<file path="src/rtl/wb_bus_mux.sv">
// Classic Wishbone 1-master/N-slave interconnect with registered strobe/read data and unmapped-address error ack.
// Optional slave timeout: define WB_BUS_TIMEOUT_EN to error-ack a slave that stays silent for TIMEOUT BUSY cycles.
module wb_bus_mux #(
  parameter int N_SLAVES = 4,
  parameter int SEL_LSB  = 16,
  parameter int SEL_BITS = 4,
  parameter int TIMEOUT  = 255
) (
  input  logic                     clock,
  input  logic                     reset_n,
  input  logic                     wb_cyc_i,
  input  logic                     wb_strobe_i,
  input  logic                     wb_we_i,
  input  logic [31:0]              wb_addr_i,
  input  logic [31:0]              wb_data_i,
  output logic [31:0]              wb_data_o,
  output logic                     wb_ack_o,
  output logic                     wb_err_o,
  output logic                     s_cyc_o,
  output logic                     s_we_o,
  output logic [31:0]              s_addr_o,
  output logic [31:0]              s_data_o,
  output logic [N_SLAVES-1:0]      s_strobe_o,
  input  logic [32*N_SLAVES-1:0]   s_data_i,
  input  logic [N_SLAVES-1:0]      s_ack_i
);

  typedef enum logic [1:0] {IDLE, BUSY, RESP, ERR} state_t;

  // Out-of-range configurations elaborate to an empty, clearly named block.
  if (N_SLAVES < 1 || N_SLAVES > 16 || (1 << SEL_BITS) < N_SLAVES ||
      TIMEOUT < 1 || TIMEOUT > 65535) begin : g_unsupported_params
  end

  state_t              state_q, state_d;
  logic [SEL_BITS-1:0] idx_q, idx_d;
  logic [31:0]         addr_q, addr_d;
  logic [31:0]         wdata_q, wdata_d;
  logic                we_q, we_d;
  logic [31:0]         rdata_q, rdata_d;

  logic [SEL_BITS-1:0] req_idx;
  logic                req_mapped;
  logic                sel_ack;
  logic [31:0]         sel_data;
  logic [N_SLAVES-1:0] sel_onehot;

  assign req_idx    = wb_addr_i[SEL_LSB +: SEL_BITS];
  assign req_mapped = int'(req_idx) < N_SLAVES;

  // NOTE: every always_comb output gets a default first so no path leaves it unassigned (no latch).
  always_comb begin
    sel_ack    = 1'b0;
    sel_data   = '0;
    sel_onehot = '0;
    for (int k = 0; k < N_SLAVES; k++) begin
      if (idx_q == SEL_BITS'(k)) begin
        sel_ack       = s_ack_i[k];
        sel_data      = s_data_i[32*k +: 32];
        sel_onehot[k] = 1'b1;
      end
    end
  end

`ifdef WB_BUS_TIMEOUT_EN
  logic [15:0] cnt_q, cnt_d;
  logic        timed_out;
  assign timed_out = (cnt_q == 16'(TIMEOUT));
`else
  logic        timed_out;
  assign timed_out = 1'b0;
`endif

  always_comb begin
    state_d = state_q;
    idx_d   = idx_q;
    addr_d  = addr_q;
    wdata_d = wdata_q;
    we_d    = we_q;
    rdata_d = rdata_q;
`ifdef WB_BUS_TIMEOUT_EN
    cnt_d   = cnt_q;
`endif
    unique case (state_q)
      IDLE: begin
        if (wb_cyc_i && wb_strobe_i) begin
          idx_d   = req_idx;
          addr_d  = wb_addr_i;
          wdata_d = wb_data_i;
          we_d    = wb_we_i;
          state_d = req_mapped ? BUSY : ERR;
`ifdef WB_BUS_TIMEOUT_EN
          cnt_d   = '0;
`endif
        end
      end
      BUSY: begin
        // An abort outranks a same-cycle ack; the selected ack outranks a timeout.
        if (!wb_cyc_i) begin
          state_d = IDLE;
        end else if (sel_ack) begin
          rdata_d = sel_data;
          state_d = RESP;
        end else if (timed_out) begin
          state_d = ERR;
        end
`ifdef WB_BUS_TIMEOUT_EN
        else begin
          cnt_d = cnt_q + 16'd1;
        end
`endif
      end
      RESP:    state_d = IDLE;
      ERR:     state_d = IDLE;
      default: state_d = IDLE;
    endcase
  end

  // NOTE: sequential state uses non-blocking assignments so all flops update from pre-edge values.
  always_ff @(posedge clock or negedge reset_n) begin
    if (!reset_n) begin
      state_q <= IDLE;
      idx_q   <= '0;
      addr_q  <= '0;
      wdata_q <= '0;
      we_q    <= 1'b0;
      rdata_q <= '0;
`ifdef WB_BUS_TIMEOUT_EN
      cnt_q   <= '0;
`endif
    end else begin
      state_q <= state_d;
      idx_q   <= idx_d;
      addr_q  <= addr_d;
      wdata_q <= wdata_d;
      we_q    <= we_d;
      rdata_q <= rdata_d;
`ifdef WB_BUS_TIMEOUT_EN
      cnt_q   <= cnt_d;
`endif
    end
  end

  // All outputs are decoded from registered state, so they are glitch-free and clear with reset.
  assign s_cyc_o    = (state_q == BUSY);
  assign s_strobe_o = (state_q == BUSY) ? sel_onehot : '0;
  assign s_we_o     = we_q;
  assign s_addr_o   = addr_q;
  assign s_data_o   = wdata_q;
  assign wb_ack_o   = (state_q == RESP);
  assign wb_err_o   = (state_q == ERR);
  assign wb_data_o  = (state_q == RESP) ? rdata_q : '0;

endmodule
</file>
<file path="config.mk">
export PLATFORM = sky130hd
export DESIGN_NAME = wb_bus_mux
export DESIGN_NICKNAME = d
export VERILOG_FILES = /design/src/rtl/wb_bus_mux.sv
export SDC_FILE = /design/constraint.sdc
export NUM_CORES = 1
export LEC_CHECK = 0
export BUFFER_PORTS_ARGS = -buffer_cell sky130_fd_sc_hd__buf_2
export CAP_MARGIN = 20
export CORE_MARGIN = 2
export CORE_UTILIZATION = 39
export CTS_CLUSTER_SIZE = 14
export DETAILED_ROUTE_END_ITERATION = 16
export HOLD_SLACK_MARGIN = 0.03
export PLACE_DENSITY = 0.77
export SYNTH_ARGS = -nofsm -noshare
export SYNTH_HDL_FRONTEND = slang
export SYNTH_SLANG_ARGS = --single-unit
</file>
<file path="constraint.sdc">
create_clock -name clock -period 1.6 [get_ports clock]
set_input_delay 0 -clock clock [delete_from_list [all_inputs] [get_ports clock]]
set_output_delay 0 -clock clock [all_outputs]
set_load 0.1 [all_outputs]
</file>
==> key figures, run 1 <==
Critical path
  – CP Capture Point: rdata_q[15]
  – R2r worst-path depth: 4
  – Critical R2R Capture: rdata_q[15]
  – Cells along the critical path: mux4_2 -> nand3_4 -> buf_12 -> mux2_4
  – CP arrival: roughly 2000 ps
  – Bufs and invs on worst path: 1
  – Critical path startpoint category: flop
  – Critical-path top delay cell: mux4_2
  – Crit-path max cell delay: 550 ps
  – Critical-path maximum fanout: 11
  – Cell family with most CP delay: multiplexers
  – FF-to-FF Start: idx_q[0]
  – Critical Path RT: 1820 ps
  – Crit path kind: reg -> reg
  – Reg2reg setup slack: -130 ps
  – Critical path launch point: idx_q[0]
  – Setup crit end kind: flop
  – Crit path depth: 4

Layout
  – Syn-to-layout area delta: 75.4%
  – Share of layout cells above drive strength 1: between 60% and 70%
  – Post-layout util: ~70%
  – Nets: a little under 900
  – Commonest non-fill, non-tap cell in the layout: buf_2
  – Commonest cells after routing, fill and taps aside: 265 x buf_2, 94 x dfrtp_1, 69 x dlygate4sd3_1

Pwr
  – Int Power: around 7500 uW
  – Comb pwr share: between 50% and 60%
  – Peak supply drop: 761 uV
  – Clk pwr share: 16.0%
  – Part of the power in registers: approximately 27%
  – Leak Pwr: approximately 0.0043 uW
  – Switch Pwr: approximately 7200 uW
  – Pwr/cell area: between 1500 and 2000 nW/um^2
  – Switching Share: between 40% and 50%

Global routing
  – Global-route usage over all layers: 20.7%
  – Initial antenna violation count: 1
  – Vias in the first global route: 4279
  – Grt ovf: 0
  – First-pass GRT wire length: roughly 21000 microns
  – Pin count of the biggest net entering global routing: 100

Logic synthesis
  – Syn avg cell area: 16.7 sq um
  – Syn_nets: around 500
  – Synth Instances: 300
  – Mux contribution to synthesized area: about two fifths
  – Compound-gate portion of the synthesized area: less than 1%
  – Main combinational cell family by area after synthesis: multiplexers
  – Register area share after synthesis: between 40% and 50%
  – Post-synth EDFFs: 0
  – Fraction of registers with async set/reset: 100%
  – YS warnings: 0
  – Adder-cell share of the synthesized area: 0%
  – Yosys reg bits: 99
  – Distinct cells, synth: 22
  – Area leader, netlist: dfrtp_1
  – Post-Synth XOR/XNOR Area: 0%
  – Simple-gate share of the synthesized area: under 10%
  – Ys flop type: dfrtp_1
  – Synth Cell Area: 5000 sq um
  – Top cell type's share of synthesized area: around half
  – Synth top area cells: dfrtp_1 50%, mux4_1 13%, mux2_1 9.0%, mux2_4 8.7%, mux2_2 6.3%

Route
  – Iteration-0 DRC Markers: around 160
  – Post-route ant nets: 0
  – Wirelength, routed: roughly 16000 microns
  – First-pass DRT Iterations: 4
  – Wirelength per Cell: ~18 microns
  – Via/cell ratio: roughly 4.8
  – Vias: 4191
  – DR DRC count: 0

Placement
  – Placer Congestion: 0.801
  – Number of port buffers: 304
  – Pre-CTS WS: -125 ps
  – Post-DP HPWL: between 10000 and 15000 microns

Clocking
  – Skew-Pair Late Insertion Delay: ~340 ps
  – Clock-pin slew on the worst setup and hold paths: about 70 ps
  – Cts bufs inserted: 9
  – CTS H-tree lvls: 3
  – Clock Tree Buf Depth: 2
  – CTS root buf: clkbuf_16
  – CTS tree: built
  – Clock Sinks: between 90 and 100

Run
  – Max-Cap Viols: 0

STA
  – Worst-Margin Slew: 528 ps
  – Max-slew headroom: between 60% and 70%
  – Clock skew: 7.75 ps
  – Unrepaired setup endpoints after global routing: yes
  – Fin crit share: 108%
  – Post-route setup slack: -132 ps
  – Slew Limit Fails: 0
  – Final setup violation count: 81
  – Fmax: 577 MHz
  – Final Hold Viols: 0
  – Crit path time final: approximately 1700 ps

Die
  – Die area: about 14000 sq um
  – CORE AREA: about 13000 sq um
  – Die Wd: 117 microns
  – Initial Util: approximately two fifths
  – Die Height: approximately 120 microns
  – I/O Pins: a little over 300
  – Num rows: 41

Outcome
  – Status: complete, but fails checks
  – Failing checks: setup timing

Hold path
  – Worst min path class: in -> reg
  – Critical hold path startpoint: s_data_i[21]
==> tightest hold or removal path, delay by kind of cell <==
family / cells / cell delay (ps)
muxes: 2 / 330
buffers and inverters: 1 / 70
==> worst min-delay path by stage <==
stage | endpoint | slack [ps] | depth (start not counted)
floorplan | idx_q[2] | -300 | 0
finish | rdata_q[21] | 100 | 3
detailed placement | s_addr_o[26] | 100 | 2
CTS | rdata_q[18] | 80 | 3
global route | rdata_q[21] | 90 | 3
global placement | s_addr_o[26] | 80 | 2
==> flip-flops by register name, summed over array words and instances (netlist names) <==
name / cells
state_q: 2
idx_q: 3
s_we_o: 1
rdata_q: 32
s_addr_o: 29
s_data_o: 32
==> power by group through the flow <==
stage / Clock [uW] / Combinational, uW / Sequential (uW)
after floorplan: 0 / 2640 / 7570
after global placement: 0 / 7820 / 3920
after detailed placement: 0 / 7940 / 3990
after CTS: 2400 / 8150 / 3960
after global routing: 2500 / 8670 / 4120
final: 2350 / 8380 / 4010
==> stage by stage <==
step	cells	area, sq um	TNS, ps	total power, uW	hold WS [ps]
floorplan	300	5130	-10700	10200	-296
global placement	772	7470	-2900	11700	83.9
detailed placement	772	7470	-3490	11900	98.2
CTS	862	8600	-6230	14500	82.1
global route	869	8760	-11500	15300	91.0
finish	870	8770	-5880	14700	95.5
==> area by class of cell <==
type	instances	area (sq um)
Multi-Input combinational cell	180	2560
Tap cell	172	215
Timing Repair Buffer	402	3180
Sequential cell	99	2490
Antenna cell	1	2.50
Fill cell	828	3800
Clock buffer	10	229
Clock inverter	6	96.3
==> kinds of logic after synthesis <==
logic type             Yosys count
buffers and inverters           21
and+or+nand+nor                 48
AOI/OAI and AO/OA                2
DFF                             99
muxes                          130
==> metal layers <==
| layer | track usage [%] | routed length, microns | vias up |
|---|---|---|---|
| li1 | - | - | 1917 |
| met1 | 20.7 | 5480 | 2048 |
| met2 | 41.0 | 8750 | 201 |
| met4 | 9.25 | 338 | 0 |
| met3 | 3.76 | 1060 | 25 |
| met5 | 0 | 0 | - |
==> cell usage after synthesis, types with 2 or more instances <==
cell      number
buf_8          3
nor2b_1        2
nor2_1         3
nor3_1         2
mux4_1        24
buf_2          3
mux2_2        28
and2_1        33
buf_6          3
buf_4          5
dfrtp_1       99
clkbuf_1       7
mux4_2         9
nand2_1        4
mux2_4        29
mux2_1        40
==> what timing repair did <==
item,4_1_cts,5_1_grt
cloned,4,3
pin swaps,28,1
hold buffers,69,0
gates resized for setup,30,28
setup endpoints to repair,67,77
endpoints found under the hold margin,166,0
setup buffers,1,4
No activity file was read; power rests on OpenSTA's default activity.
==> run 2: changes to the inputs <==
Settings changed: ABC_AREA set to 1, CORE_UTILIZATION 39 to 40.
==> run 2 against run 1 <==
  * The flow still finishes with violations (setup timing)
  * Wire length grew 39%
  * Sequential cell count is the same
  * Sequential power grew 6.5%
  * Critical endpoint is now s_strobe_o[2]
  * Largest power group unchanged
  * Highest routed layer unchanged
==> key figures, run 2 <==
Layout
  – Fill count: approximately 910
  – Non-Filler Instances: about 1200
  – Share of layout cells above drive strength 1: between 40% and 50%
  – Fin area: roughly 9500 sq um
  – Area of the multi-input gates: roughly 2800 sq um
  – Commonest cells after routing, fill and taps aside: 266 x buf_2, 162 x nand3_1, 105 x nand2_1
  – Commonest non-fill, non-tap cell in the layout: buf_2
  – Nets: roughly 1200
  – Area occupied by registers: between 2000 and 2500 sq um
  – Syn-to-layout area delta: 80.6%

Clocking
  – Cts bufs inserted: 9
  – Skew-Pair Late Insertion Delay: between 300 and 400 ps
  – Clock-pin slew on the worst setup and hold paths: about 70 ps
  – CTS H-tree lvls: 3
  – CTS root buf: clkbuf_16
  – Clock Sinks: 99
  – Clock Tree Buf Depth: 2
  – CTS tree: built

Route
  – Wirelength, routed: around 22000 microns
  – Wirelength per Cell: approximately 18 microns
  – Vias: slightly above 6000
  – First-pass DRT Iterations: 5
  – Post-route ant nets: 0
  – DR DRC count: 0
  – Via/cell ratio: around 5.2
  – Iteration-0 DRC Markers: between 400 and 500

Logic synthesis
  – Ys flop type: dfrtp_1
  – Distinct cells, synth: 19
  – Syn avg cell area: between 8 and 9 sq um
  – Fraction of registers with async set/reset: between 90% and 100%
  – Top cells by count, synth: 165 x nand3_1, 117 x nand2_1, 99 x dfrtp_1, 69 x inv_1, 63 x mux2_2
  – Synth top area cells: dfrtp_1 47%, nand3_1 16%, mux2_2 13%, nand2_1 8.3%, inv_1 4.9%
  – Register area share after synthesis: roughly 47%
  – Area leader, netlist: dfrtp_1
  – Top cell type's share of synthesized area: between 40% and 50%
  – Yosys reg bits: between 90 and 100
  – Post-synth EDFFs: 0
  – Syn_nets: between 800 and 900
  – Synth Cell Area: between 5000 and 6000 sq um
  – Most frequent cell after synthesis: nand3_1
  – YS warnings: 0
  – Synth Instances: 630

STA
  – Max-slew headroom: around 63%
  – Final setup violation count: 38
  – Unrepaired setup endpoints after global routing: yes
  – Worst-Margin Slew: 556 ps
  – Crit path time final: between 1500 and 2000 ps
  – Fin crit share: 113%
  – Hold WS: between 30 and 40 ps
  – Final Hold Viols: 0
  – Slew Limit Fails: 0
  – Total negative slack: -4220 ps
  – Fmax: between 500 and 600 MHz
  – Clock skew: about 13 ps
  – Post-route setup slack: -203 ps

Critical path
  – Critical Path RT: roughly 1600 ps
  – Critical-path maximum fanout: 3
  – Crit path kind: reg -> out
  – Crit-path max cell delay: between 400 and 500 ps
  – Cell family with most CP delay: buffers and inverters
  – Critical-path top delay cell: dfrtp_4
  – Cells along the critical path: nor2_4 -> clkinvlp_4 -> buf_6 -> nor4_4 -> buf_12
  – CP arrival: about 1800 ps
  – Reg2reg setup slack: -130 ps
  – Setup crit end kind: output pin
  – Critical path startpoint category: flop
  – Bufs and invs on worst path: 3

Placement
  – Post-DP HPWL: around 13000 microns
  – Number of port buffers: 304
  – Placer Congestion: 0.780
  – Placed Cells: between 1000 and 1500
  – Placement Cell Area: 7980 sq um

Run
  – Max-Cap Viols: 0

Outcome
  – Status: complete, but fails checks
  – Failing checks: setup timing

Die
  – I/O Pins: ~310
  – Die Height: 119 microns
  – Initial Util: approximately two fifths
  – Die Wd: 119 microns
  – Num rows: between 40 and 50
  – Die area: ~14000 sq um
  – CORE AREA: about 13000 sq um

Global routing
  – Vias in the first global route: 6128
  – First-pass GRT wire length: 30900 microns
  – Grt ovf: 0
  – Initial antenna violation count: 3
  – Pin count of the biggest net entering global routing: 100
  – Global-route usage over all layers: ~28%

Pwr
  – Final Total Pwr: 21300 uW
  – Pwr/cell area: around 2200 nW/um^2
  – Peak supply drop: 2280 uV
  – Leak Pwr: 0.00458 uW

Hold path
  – Worst min path class: in -> reg
run 2: cell count changes in the layout (fill, tap and decap cells not counted), sizes merged, moves of 34 or more:
cell,before,now
nor2,3,40
inv,2,77
nand3,1,165
mux2,97,63
nand2,4,122
run 2: where the power goes:
group | internal (uW) | switching (uW) | leakage, uW | total [uW]
Clock | 1120 | 1100 | 0.000149 | 2220
Sequential | 3580 | 694 | 0.00122 | 4270
Combinational | 3760 | 11000 | 0.00321 | 14800
run 2: repair_timing:
item                       in CTS  in global routing
setup endpoints to repair       7                 50
hold endpoints to repair      171                  0
gates resized for setup         3                 37
hold buffers                   74                  0
pin swaps                       5                  6
buffers inserted                4                  7
cloned                          1                 10
run 2: layout make-up:
cell class,instances,share of cell area (%)
Sequential cell,99,26.2
Antenna cell,3,0.0789
Multi-Input combinational cell,417,29.4
Inverter,73,2.97
Clock inverter,7,0.828
Timing Repair Buffer,413,36.0
Tap cell,172,2.26
Clock buffer,9,2.37
run 2: worst paths after layout:
check	endpoint	from	cells past startpoint
worst min-delay path	rdata_q[12]	s_data_i[76]	5
worst min register to register	rdata_q[8]	rdata_q[8]	2
min in group asynchronous	s_addr_o[11]	reset_n	3
worst max register to register	rdata_q[24]	idx_q[2]	10
worst max-delay path	s_strobe_o[2]	idx_q[2]	5
max in group asynchronous	idx_q[1]	reset_n	3
run 2: through the flow:
stage | utilization [%] | setup slack [ps]
floorplan | - | -809
global placement | 62.7 | 45.2
detailed placement | 62.7 | 0.297
CTS | 71.5 | -248
global route | 74.8 | -267
finish | 74.8 | -203
run 2: worst register-to-register path, cell delays in order (launching register included):
cell and delay (ps):
dfrtp_4 490, nor2_4 170, buf_4 140, buf_12 120, nand3_1 130, nand2_2 110
inv_4 70, nand2_8 140, buf_8 150, nand3_1 90, nand2_1 80
run 2: logic make-up (layout without fill, tap and decap cells):
group	count (synthesis)	after routing	synth area share, %
AO/OA/AOI/OAI	6	6	0.665
buffers and inverters	118	502	9.21
flip-flops	99	99	47.0
multiplexers	63	63	13.5
other	0	3	0
AND/OR/NAND/NOR	344	348	29.7
run 2: routing by layer:
layer | routed length [microns] | global-route usage [%]
met1 | 7790 | 28.3
met2 | 11700 | 52.9
met3 | 1380 | 7.09
met4 | 907 | 12.8
met5 | 0 | 0
==> run 3: changes to the inputs <==
Settings changed: SKIP_LAST_GASP set to 1.
==> run 3 against run 2 <==
  * The run still ends with setup timing left
  * Critical path type unchanged
  * Non-clock buffer count unchanged
  * Via count rose by 0.59%
  * Maximum frequency shrank 0.18%
  * Global-route usage is essentially flat
  * Sequential cell count is the same
  * Clock skew hardly changed
  * Sequential share of layout area increased by 0.072 points
  * First-iteration DRC count grew 13%
  * Wire length about the same
  * Sequential power about the same
  * Total power decreased by 0.24%
  * Setup slack worse by 3.3 ps
==> key figures, run 3 (synthesized netlist as in run 2, its figures left out) <==
STA
  – Post-route setup slack: -206 ps
  – Crit path time final: 1810 ps
  – Fmax: 554 MHz
  – Clock skew: ~13 ps
  – Unrepaired setup endpoints after global routing: yes
  – Worst-Margin Slew: about 550 ps
  – Slew Limit Fails: 0
  – Total negative slack: -4280 ps
  – Final Hold Viols: 0
  – Fin crit share: 113%
  – Final setup violation count: 39
  – Max-slew headroom: between 60 and 70%

Layout
  – Syn-to-layout area delta: 80.1%
  – Non-Filler Instances: approximately 1200
  – Commonest cells after routing, fill and taps aside: 266 x buf_2, 164 x nand3_1, 108 x nand2_1
  – Fin area: around 9500 sq um
  – Area occupied by registers: about 2500 sq um
  – Share of layout cells above drive strength 1: 47.8%
  – Nets: around 1200
  – Fill count: a little over 900
  – Commonest non-fill, non-tap cell in the layout: buf_2
  – Post-layout util: about three quarters
  – Area of the multi-input gates: about 2800 sq um

Route
  – Iteration-0 DRC Markers: ~450
  – Vias: approximately 6200
  – Post-route ant nets: 0
  – Via/cell ratio: a little over 5
  – Wirelength, routed: approximately 22000 microns
  – Wirelength per Cell: 18.3 microns
  – First-pass DRT Iterations: 5
  – DR DRC count: 0

Die
  – Die area: approximately 14000 sq um
  – I/O Pins: ~300
  – Die Wd: 119 microns
  – Die Height: 119 microns
  – CORE AREA: around 13000 sq um
  – Num rows: between 40 and 50
  – Initial Util: 41.4%

Global routing
  – First-pass GRT wire length: just over 30000 microns
  – Vias in the first global route: just over 6000
  – Grt ovf: 0
  – Pin count of the biggest net entering global routing: 100
  – Global-route usage over all layers: roughly 28%
  – Initial antenna violation count: 3

Critical path
  – Crit-path max cell delay: roughly 500 ps
  – Critical-path maximum fanout: 3
  – Setup crit end kind: output pin
  – Bufs and invs on worst path: 3
  – Critical path startpoint category: flop
  – Cells along the critical path: nor2_4 -> clkinvlp_4 -> buf_6 -> nor4_4 -> buf_12
  – Critical Path RT: around 1600 ps
  – Crit path kind: reg -> out
  – Cell family with most CP delay: buffers and inverters
  – Critical-path top delay cell: dfrtp_4
  – CP arrival: ~1800 ps

Placement
  – Placed Cells: between 1000 and 1500
  – Number of port buffers: 304
  – Post-DP HPWL: 12900 microns
  – Placement Cell Area: about 8000 sq um
  – Placer Congestion: between 0.7 and 0.8
  – Pre-CTS WS: around 0.30 ps

Hold path
  – Worst min path class: in -> reg

Clocking
  – CTS H-tree lvls: 3
  – Clock Tree Buf Depth: 2
  – Clock-pin slew on the worst setup and hold paths: roughly 70 ps
  – Cts bufs inserted: 9
  – CTS root buf: clkbuf_16
  – Clock Sinks: between 90 and 100
  – CTS tree: built
  – Skew-Pair Late Insertion Delay: ~350 ps

Outcome
  – Failing checks: setup timing
  – Status: complete, but fails checks

Pwr
  – Leak Pwr: about 0.0046 uW
  – Pwr/cell area: around 2200 nW/um^2
  – Peak supply drop: between 2000 and 2500 uV

Run
  – Max-Cap Viols: 0
[run 3: cell counts in the layout (fill, tap and decap cells not counted)]
No cell type changed its count.
[run 3: layout make-up]
cell class / count / area share (%)
Timing Repair Buffer: 413 / 36.0
Multi-Input combinational cell: 417 / 29.2
Sequential cell: 99 / 26.3
Inverter: 73 / 2.98
Clock buffer: 9 / 2.37
Tap cell: 172 / 2.27
Clock inverter: 7 / 0.830
Antenna cell: 3 / 0.0791
[run 3: final timing paths]
kind / start / to / slack (ps) / cells past startpoint
max in group asynchronous: reset_n / idx_q[2] / 870 / 3
min in group asynchronous: reset_n / s_addr_o[11] / 260 / 3
hold / removal: s_data_i[76] / rdata_q[12] / 40 / 5
setup / recovery: idx_q[2] / s_strobe_o[2] / -210 / 5
setup reg to reg: idx_q[2] / rdata_q[3] / -140 / 10
hold reg to reg: rdata_q[8] / rdata_q[8] / 470 / 2
[run 3: worst min-delay path, delay by kind of cell]
family	cells	cell delay (ps)
simple gates	4	260
buf+inv	1	80
[run 3: through the flow]
step,hold slack [ps],total power (uW)
2_1_floorplan,-296,14500
3_3_place_gp,98.1,17300
3_5_place_dp,102,17500
4_1_cts,33.6,20000
5_1_grt,47.4,22000
6_report,36.1,21200
[run 3: power by group]
group          total (uW)  internal [uW]  switching (uW)
clock network        2220           1120            1100
logic               14700           3740           11000
registers            4270           3580             689
[run 3: metal layers]
layer  global-route usage (%)  routed length [microns]  vias to the layer above
met2                     52.9                    11800                      288
li1                         -                        -                     2854
met1                     28.3                     7790                     2980
met5                        0                        0                        -
met3                     7.09                     1320                       64
met4                     12.8                      905                        0
[run 3: what timing repair did]
item | CTS | global route
setup buffers | 4 | 7
setup endpoints to repair | 7 | 66
pin swaps | 4 | 6
gates resized for setup | 1 | 32
hold buffers | 74 | 0
cloned | 1 | 10
hold endpoints to repair | 171 | 0
